<file path="config.mk">
export PLATFORM = sky130hd
export DESIGN_NAME = bus_fifo_latch_drv
export DESIGN_NICKNAME = d
export VERILOG_FILES = /design/src/rtl/am29_pkg.sv /design/src/rtl/bus_fifo_mem.sv /design/src/rtl/bus_fifo_latch_drv.sv
export SDC_FILE = /design/constraint.sdc
export NUM_CORES = 1
export LEC_CHECK = 0
export ABC_AREA = 1
export BUFFER_PORTS_ARGS = -buffer_cell sky130_fd_sc_hd__buf_2
export CAP_MARGIN = 30
export CORE_MARGIN = 1
export CORE_UTILIZATION = 62
export CTS_CLUSTER_SIZE = 28
export DETAILED_ROUTE_END_ITERATION = 8
export PLACE_DENSITY = 0.77
export SYNTH_ARGS = -nofsm -noshare
export SYNTH_HDL_FRONTEND = slang
export SYNTH_SLANG_ARGS = --single-unit
</file>
<file path="constraint.sdc">
create_clock -name clk -period 2.21 [get_ports clk]
set_input_delay 0.221 -clock clk [delete_from_list [all_inputs] [get_ports clk]]
set_output_delay 0.221 -clock clk [all_outputs]
set_load 0.01 [all_outputs]
</file>
<file path="src/rtl/am29_pkg.sv">
// Shared FSM state encoding and elaboration-time helpers for the bus FIFO latch driver.
package am29_pkg;

  typedef enum logic [1:0] {
    IDLE  = 2'd0,
    REQ   = 2'd1,
    LOAD  = 2'd2,
    DRIVE = 2'd3
  } state_t;

  function automatic int unsigned clog2(input int unsigned n);
    int unsigned r;
    r = 0;
    while ((64'd1 << r) < 64'(n)) r++;
    return r;
  endfunction

endpackage

</file>
<file path="src/rtl/bus_fifo_mem.sv">
// DEPTH x WIDTH FIFO storage with pointers, count and flags.
// Optional registered almost_full/almost_empty flags under BUS_FIFO_ALMOST_EN.
module bus_fifo_mem
  import am29_pkg::*;
#(
  parameter int WIDTH = 8,
  parameter int DEPTH = 16,
  parameter int AW    = clog2(DEPTH)
) (
  input  logic             clk,
  input  logic             rst,
  input  logic             wr,
  input  logic             pop,
  input  logic [WIDTH-1:0] wdata,
  output logic [WIDTH-1:0] head,
  output logic [WIDTH-1:0] head_nxt,
  output logic             full,
  output logic             empty,
`ifdef BUS_FIFO_ALMOST_EN
  output logic             almost_full,
  output logic             almost_empty,
`endif
  output logic [AW:0]      count
);

  logic [WIDTH-1:0] mem [DEPTH];
  logic [AW-1:0]    wr_ptr;
  logic [AW-1:0]    rd_ptr;
  logic [AW-1:0]    rd_nxt;
  logic [AW:0]      cnt_n;
  logic             push;
  logic             pull;

  // full/empty reflect the start-of-cycle count, so a write while full is dropped
  // even if a pop frees a slot on the same edge.
  assign push     = wr && !full;
  assign pull     = pop && !empty;
  assign full     = (count == (AW+1)'(DEPTH));
  assign empty    = (count == '0);
  assign rd_nxt   = rd_ptr + 1'b1;
  assign head     = mem[rd_ptr];
  assign head_nxt = mem[rd_nxt];

  always_comb begin
    cnt_n = count;
    case ({push, pull})
      2'b10:   cnt_n = count + 1'b1;
      2'b01:   cnt_n = count - 1'b1;
      default: cnt_n = count;
    endcase
  end

  always_ff @(posedge clk) begin
    if (push) mem[wr_ptr] <= wdata;
  end

  always_ff @(posedge clk) begin
    if (rst) begin
      wr_ptr <= '0;
      rd_ptr <= '0;
      count  <= '0;
    end else begin
      if (push) wr_ptr <= wr_ptr + 1'b1;
      if (pull) rd_ptr <= rd_nxt;
      count <= cnt_n;
    end
  end

`ifdef BUS_FIFO_ALMOST_EN
  always_ff @(posedge clk) begin
    if (rst) begin
      almost_full  <= 1'b0;
      almost_empty <= 1'b1;
    end else begin
      almost_full  <= (cnt_n >= (AW+1)'(DEPTH - 2));
      almost_empty <= (cnt_n <= (AW+1)'(1));
    end
  end
`endif

endmodule

</file>
<file path="src/rtl/bus_fifo_latch_drv.sv">
// Bus FIFO feeding an octal n-latch: arbitrates for the bus and sequences d/g/oe_.
// Define BUS_FIFO_ALMOST_EN to add the almost_full/almost_empty outputs.
module bus_fifo_latch_drv
  import am29_pkg::*;
#(
  parameter int WIDTH    = 8,
  parameter int DEPTH    = 16,
  parameter int HOLD_CYC = 2,
  parameter int AW       = clog2(DEPTH)
) (
  input  logic             clk,
  input  logic             rst,
  input  logic             wr,
  input  logic [WIDTH-1:0] din,
  output logic             full,
  output logic             empty,
  output logic [AW:0]      count,
  output logic             ovf,
`ifdef BUS_FIFO_ALMOST_EN
  output logic             almost_full,
  output logic             almost_empty,
`endif
  output logic             bus_req,
  input  logic             bus_gnt,
  output logic [WIDTH-1:0] lat_d,
  output logic             lat_g,
  output logic             lat_oe_
);

  localparam int HW = clog2(HOLD_CYC) + 1;

  state_t           state;
  state_t           state_n;
  logic [HW-1:0]    hold;
  logic [HW-1:0]    hold_n;
  logic [WIDTH-1:0] lat_d_n;
  logic [WIDTH-1:0] head;
  logic [WIDTH-1:0] head_nxt;
  logic             pop;

  bus_fifo_mem #(
    .WIDTH (WIDTH),
    .DEPTH (DEPTH)
  ) u_mem (
    .clk          (clk),
    .rst          (rst),
    .wr           (wr),
    .pop          (pop),
    .wdata        (din),
    .head         (head),
    .head_nxt     (head_nxt),
    .full         (full),
    .empty        (empty),
`ifdef BUS_FIFO_ALMOST_EN
    .almost_full  (almost_full),
    .almost_empty (almost_empty),
`endif
    .count        (count)
  );

  always_comb begin
    state_n = state;
    hold_n  = hold;
    lat_d_n = lat_d;
    pop     = 1'b0;
    case (state)
      IDLE: if (!empty) state_n = REQ;
      REQ: begin
        if (bus_gnt) begin
          state_n = LOAD;
          lat_d_n = head;
        end
      end
      LOAD: begin
        if (!bus_gnt) begin
          state_n = REQ;
        end else begin
          state_n = DRIVE;
          hold_n  = '0;
        end
      end
      DRIVE: begin
        if (!bus_gnt) begin
          state_n = REQ;
        end else if (hold == HW'(HOLD_CYC - 1)) begin
          pop = 1'b1;
          // Head pops on this edge, so the back-to-back word is the one behind it.
          if (count > (AW+1)'(1)) begin
            state_n = LOAD;
            lat_d_n = head_nxt;
          end else begin
            state_n = IDLE;
          end
        end else begin
          hold_n = hold + 1'b1;
        end
      end
      default: state_n = IDLE;
    endcase
  end

  // Latch controls are decoded from the next state so they stay glitch-free registers.
  always_ff @(posedge clk) begin
    if (rst) begin
      state   <= IDLE;
      hold    <= '0;
      lat_d   <= '0;
      lat_g   <= 1'b0;
      lat_oe_ <= 1'b1;
      bus_req <= 1'b0;
      ovf     <= 1'b0;
    end else begin
      state   <= state_n;
      hold    <= hold_n;
      lat_d   <= lat_d_n;
      lat_g   <= (state_n == LOAD);
      lat_oe_ <= (state_n != DRIVE);
      bus_req <= (state_n != IDLE);
      ovf     <= ovf | (wr & full);
    end
  end

endmodule

</file>
# Word level (Yosys, flattened, before mapping)

Memory sizes are Yosys's and may differ from the RTL's. A register that Yosys moved wholly into a read port is not among the register bits.
Index checks and enable logic that the tools add are counted.

$add $sub $neg: 5
Order comparisons: 1
Equality and inequality tests: 15
Multiplexer cells: 24
Bitwise logic cells: 2
Reduce and logical (&&, ||, !) cells: 12

Operators with widths:

| kind                                                                   | count |
|---|---|
| 8-bit two-way mux                                                      | 4 |
| 2-bit two-way mux                                                      | 9 |
| 8-bit case mux with 2 select lines                                     | 1 |
| 2-bit inequality test (second input constant)                          | 7 |
| 5-bit case mux with 2 select lines                                     | 1 |
| 4-bit by 1-bit adder with 4-bit output (second input constant)         | 2 |
| 2-bit equality test (second input constant)                            | 4 |
| 4-bit two-way mux                                                      | 2 |
| 2-bit case mux with 4 select lines                                     | 1 |
| 2-bit nonzero test                                                     | 4 |
| 2-bit by 1-bit equality test with 1-bit output (second input constant) | 3 |
| 5-bit by 1-bit adder with 5-bit output (second input constant)         | 1 |
| 5-bit equality test (second input constant)                            | 1 |
| 5-bit by 1-bit > comparator with 1-bit output (second input constant)  | 1 |
| 5-bit logical NOT                                                      | 1 |
| 1-bit two-way mux                                                      | 5 |
| 5-bit AND reduction                                                    | 1 |
| 5-bit by 1-bit subtractor with 5-bit output (second input constant)    | 1 |
| 2-bit case mux with 2 select lines                                     | 1 |
| 4-bit AND reduction                                                    | 1 |
| 2-bit by 1-bit adder with 2-bit output (second input constant)         | 1 |
| 1-bit logical AND                                                      | 2 |
| 1-bit logical NOT                                                      | 2 |
| 2-bit logical NOT                                                      | 1 |
| 2 further kinds                                                        | 2 |

Flip-flop bits (word level): 29
Memory bits (writable): 128
Bits of input ports: 12
Output and inout port bits: 19
Memories: 1

Memories:

| memory    | depth | width | rd ports | clocked after Yosys merged registers in | write ports | RTL line           | source |
|---|---|---|---|---|---|---|---|
| u_mem.mem | 16    | 8     | 2        | 1                                       | 1           | bus_fifo_mem.sv:26 | `logic [WIDTH-1:0] mem [DEPTH];` |

# Logic depth before layout (Yosys ltp)

Depth in word-level cells: 7
Mapped depth: 15
Depth with buffers taken out: 15

# Modules after synthesis

A second synthesis with hierarchy kept.

Cells, all modules: 874
Area, all modules: 8046.5 sq um

Modules (own cells, without submodules):

| module             | times used | cells each | area an instance (sq um) | seq. area each (sq um) |
|---|---|---|---|---|
| bus_fifo_mem       | 1          | 752        | 7238.2                   | 4184.0 |
| bus_fifo_latch_drv | 1          | 122        | 808.3                    | 320.3 |

# Worst setup path before layout

Ideal clock, no wire load.

Kind: flip-flop to flip-flop
Start: register u_mem.count[0]
End: register u_mem.count[3]
Arrival time: 2.088 ns
Data required time: 2.140 ns
Path slack: 0.052 ns
Cell stages (with the launch flop): 14
Buffers on the path: 0
Period minus slack after synthesis: 2.158 ns
Cell sequence: dfxtp_1 inv_1 ha_1 inv_1 nor3_2 inv_1 nand4_1 inv_2 ha_1 inv_1 nand3_1 a221oi_1 o21ai_0 a21oi_1

Longest elaborated chain between the ends: 5
Elaborated cells on any way between the ends: 12
Classes of those cells: 2 x add/sub; 3 x eq/ne; 1 x mux; 6 x reduce/logical

Ends and longest elaborated chain:

| item                                                                                  | RTL line                 | source |
|---|---|---|
| from (decl)                                                                           | bus_fifo_mem.sv:23       | `output logic [AW:0] count` |
| from (signal assigned)                                                                | bus_fifo_mem.sv:65       | `count <= cnt_n;` |
| 5-bit logical NOT (*)                                                                 | bus_fifo_mem.sv:39       | `assign empty = (count == '0);` |
| net empty                                                                             | bus_fifo_latch_drv.sv:16 | `output logic empty,` |
| 1-bit logical NOT (*)                                                                 | bus_fifo_mem.sv:37       | `assign pull = pop && !empty;` |
| 1-bit logical AND (*)                                                                 | bus_fifo_mem.sv:37       |  |
| net u_mem.pull                                                                        | bus_fifo_mem.sv:32       | `logic pull;` |
| 2-bit by 1-bit equality test with 1-bit output or 2-bit equality test (tied branches) | bus_fifo_mem.sv:46       | `case ({push, pull})` |
| 5-bit case mux with 2 select lines or 2-bit nonzero test (tied branches)              | --                       |  |

The timed path passes the listed nets; every way through them passes the cells marked *.
A chain may end at the register's enable or synchronous reset.

# Worst setup path after layout

Start: register u_mem.count[0]
End: register u_mem.count[4]

Longest elaborated chain between the ends: 5
Elaborated cells on any way between the ends: 12
Classes of those cells: 2 x add/sub; 3 x eq/ne; 1 x mux; 6 x reduce/logical

Ends and longest elaborated chain:

| item                                                                                  | RTL line |
|---|---|
| 5-bit logical NOT (*)                                                                 | bus_fifo_mem.sv:39 |
| 1-bit logical NOT (*)                                                                 | bus_fifo_mem.sv:37 |
| 1-bit logical AND (*)                                                                 | bus_fifo_mem.sv:37 |
| net u_mem.pull                                                                        | bus_fifo_mem.sv:32 |
| 2-bit by 1-bit equality test with 1-bit output or 2-bit equality test (tied branches) | bus_fifo_mem.sv:46 |
| 5-bit case mux with 2 select lines or 2-bit nonzero test (tied branches)              | -- |

Marks and branches as above.

==> impl_results.md <==
- R2R cell count: 13
- Full die area: 13810 um2
- Die width: 117.5 um
- Number of global-route vias before repair: 6288
- Pwr per Cell Area: 694.0 nW/um2
- Yosys reg bits: ~160
- Mapped Area: just over 8000 um2
- Mapped Nets: a little over 1000
- Syn Inst Count: 994
- Layout area overhead: 12.78%
- Setup TNS: 0 ns
- Final Critical Period: ~2.0 ns
- Static leakage: 4.109 nW
- Number of fill cells: 989
- Vias: 7181
- Fin Clk Skew: 0.007919 ns
- Hold WC Path Type: primary input to register
- Initial drt markers: just under 1000
- CP endpoint kind: register
- Max Fclk: about 500 MHz
- DPL Wire Length: 14.33 mm
- Fin. Hold Viols: 0
- Maximum clock path buffer count: 2
- Drt wl/cell: around 18 um
- Sequential standard cell area: about 4500 um2
- Largest net degree at the start of global routing: 64
- Clock Pin Slew Worst Setup and Hold Paths: 0.06 ns
- Later-pin clock latency in the skew report: around 0.44 ns
- Hold path depth: 3
- Initial antenna violation count: 0
- Slew headroom: ~66%
- Final WL: 22.21 mm
- Slew @ Worst Pin: between 0.5 and 0.6 ns
- Crit-path max FO: 6
- Slew Viols, Final: 0
- Total Routing Usage GR: approximately 33%
- DR DRC count: 0
- Peak supply drop: roughly 0.00063 V
- Total CTS buffers: 17
- Vias per Instance: 5.896
- Ports: 31
- RePlAce Congestion: between 0.9 and 1
- Most frequent cells in the layout: nand2_1 (276), nand3_1 (245), inv_1 (152), edfxtp_1 (128), buf_4 (36)
- Root buffer cell: clkbuf_16
- Maxcap violations: 0
- Mapped Avg Cell Area: approximately 8.3 um2
- First-pass DRT Iterations: 5
- Final hold slack: about 0.050 ns
- WS Path Type: register to register
- First-pass GRT wire length: 34.11 mm
- CTS tree: yes
- Most common cell after layout, fill and taps aside: nand2_1
- Distinct cells, synth: 26
- Ant. Diodes: 0
- Area of the multi-input gates: 2928 um2
- Final setup violation count: 0
- NumNets Final: around 1100
- Die height: ~120 um
- Post-route ant nets: 0
- Row count: between 40 and 50
- Sequential area share after synthesis: 54.43%
- Share of cells above drive strength 1: between 10 and 15%
- Final Core Density: around 73%
- RSZ-0062 raised after global routing: no
- Final period util: 91.99%
- Outcome: completed
- Total number of yosys warnings: 0
- CTS sink cnt: roughly 160
- WP data required: around 2.6 ns
- Initial Util: approximately 65%
- Arr. time, crit path: 2.40 ns
- H-tree levels: 4
- PortBufs: 30
- CP Launch Type: register
- Core Region: about 13000 um2
- Gr ovfl total: 0
[synth_stat cells]
library cell  instances  share of area, %
nand2_1             276                13
nand3_1             245                15
inv_1               153               6.9
edfxtp_1            128                46
dfxtp_1              33               8.0
nor2_1               28               1.3
a21oi_1              26               1.6
buf_2                22               1.3
clkbuf_1             20              0.91
o21ai_0              18               1.1
ha_1                 11               1.7
o211ai_1              8              0.73
buf_6                 4              0.54
inv_2                 4              0.18
a221oi_1              2              0.21
buf_1                 2             0.091
buf_4                 2              0.18
nand3_2               2              0.24
nor3_1                2              0.12
xnor2_4               2              0.67
clkinv_1              1             0.045
inv_4                 1             0.076
nand2_2               1             0.076
nand4_1               1             0.076
nor3_2                1              0.12
xor2_1                1              0.11
[per-stage QoR]
step                setup slack, ns  cells  power, mW  area [um2]
floorplan                   0.05174    994      3.561        8275
global placement             0.1619   1185      3.702        8733
detailed placement           0.1079   1185      3.706        8733
CTS                         0.08761   1217      6.477        9315
global route                0.01446   1218      6.625        9333
finish                       0.1770   1218      6.477        9333
[critical path, stage by stage, from the launching register on]
cell and delay, ns:
dfxtp_2 0.34, inv_1 0.08, ha_1 0.18, inv_1 0.06
nor3_2 0.17, inv_1 0.07, nand4_1 0.08, inv_2 0.04
ha_2 0.32, nor2_1 0.14, o21ai_0 0.09, a21oi_1 0.16
o21ai_0 0.10, a21oi_1 0.13
[state kept, by name, summed over array words and instances (netlist names), named ones only]
register and cells:
bus_req 1, hold 2, lat_d 8, lat_g 1, lat_oe_ 1, ovf 1, state 2, u_mem.count 5
u_mem.mem 128, u_mem.rd_ptr 4, u_mem.wr_ptr 4
[path summary, 6_finish.rpt]
| check | startpoint | slack, ns | endpoint |
|---|---|---|---|
| worst min register to register | ovf | 0.45 | ovf |
| worst min-delay path | wr | 0.05 | ovf |
| worst max-delay path | u_mem.count[0] | 0.18 | u_mem.count[4] |
| worst max register to register | u_mem.count[0] | 0.18 | u_mem.count[4] |
[timing repair]
action | 4_1_cts | 5_1_grt
buffers inserted | 0 | 1
gates resized for setup | 0 | 4
hold buffers | 0 | 0
setup endpoints to repair | 0 | 2
[cell families after synthesis]
family                     share of synthesized area (%)
adders and majority gates                          1.663
and+or+nand+nor                                    29.24
buffers and inverters                              10.30
DFF                                                54.43
xor gates and xnor gates                          0.7711
AOI/OAI and AO/OA                                  3.598
[report_power, final]
| part | switching, mW | total [mW] | internal [mW] |
|---|---|---|---|
| clock | 1.14 | 2.83 | 1.69 |
| combinational | 0.210 | 0.304 | 0.0940 |
| sequential | 0.0245 | 3.35 | 3.32 |
[cell type report]
class	count	area share, %
sequential	161	48.30
multi-input combinational	624	31.37
inverter	159	6.422
clock buffer	24	5.738
timing repair buffer	70	5.363
tap	172	2.306
clock inverter	8	0.4960
[metal layers]
metal	vias up	routed length (um)	GRT usage, %
met5	-	0	0
met4	0	668	14.98
met3	52	2694	6.298
met2	529	9778	48.71
met1	3276	9068	47.79
li1	3324	-	-
(Power assumes the default switching activity.)
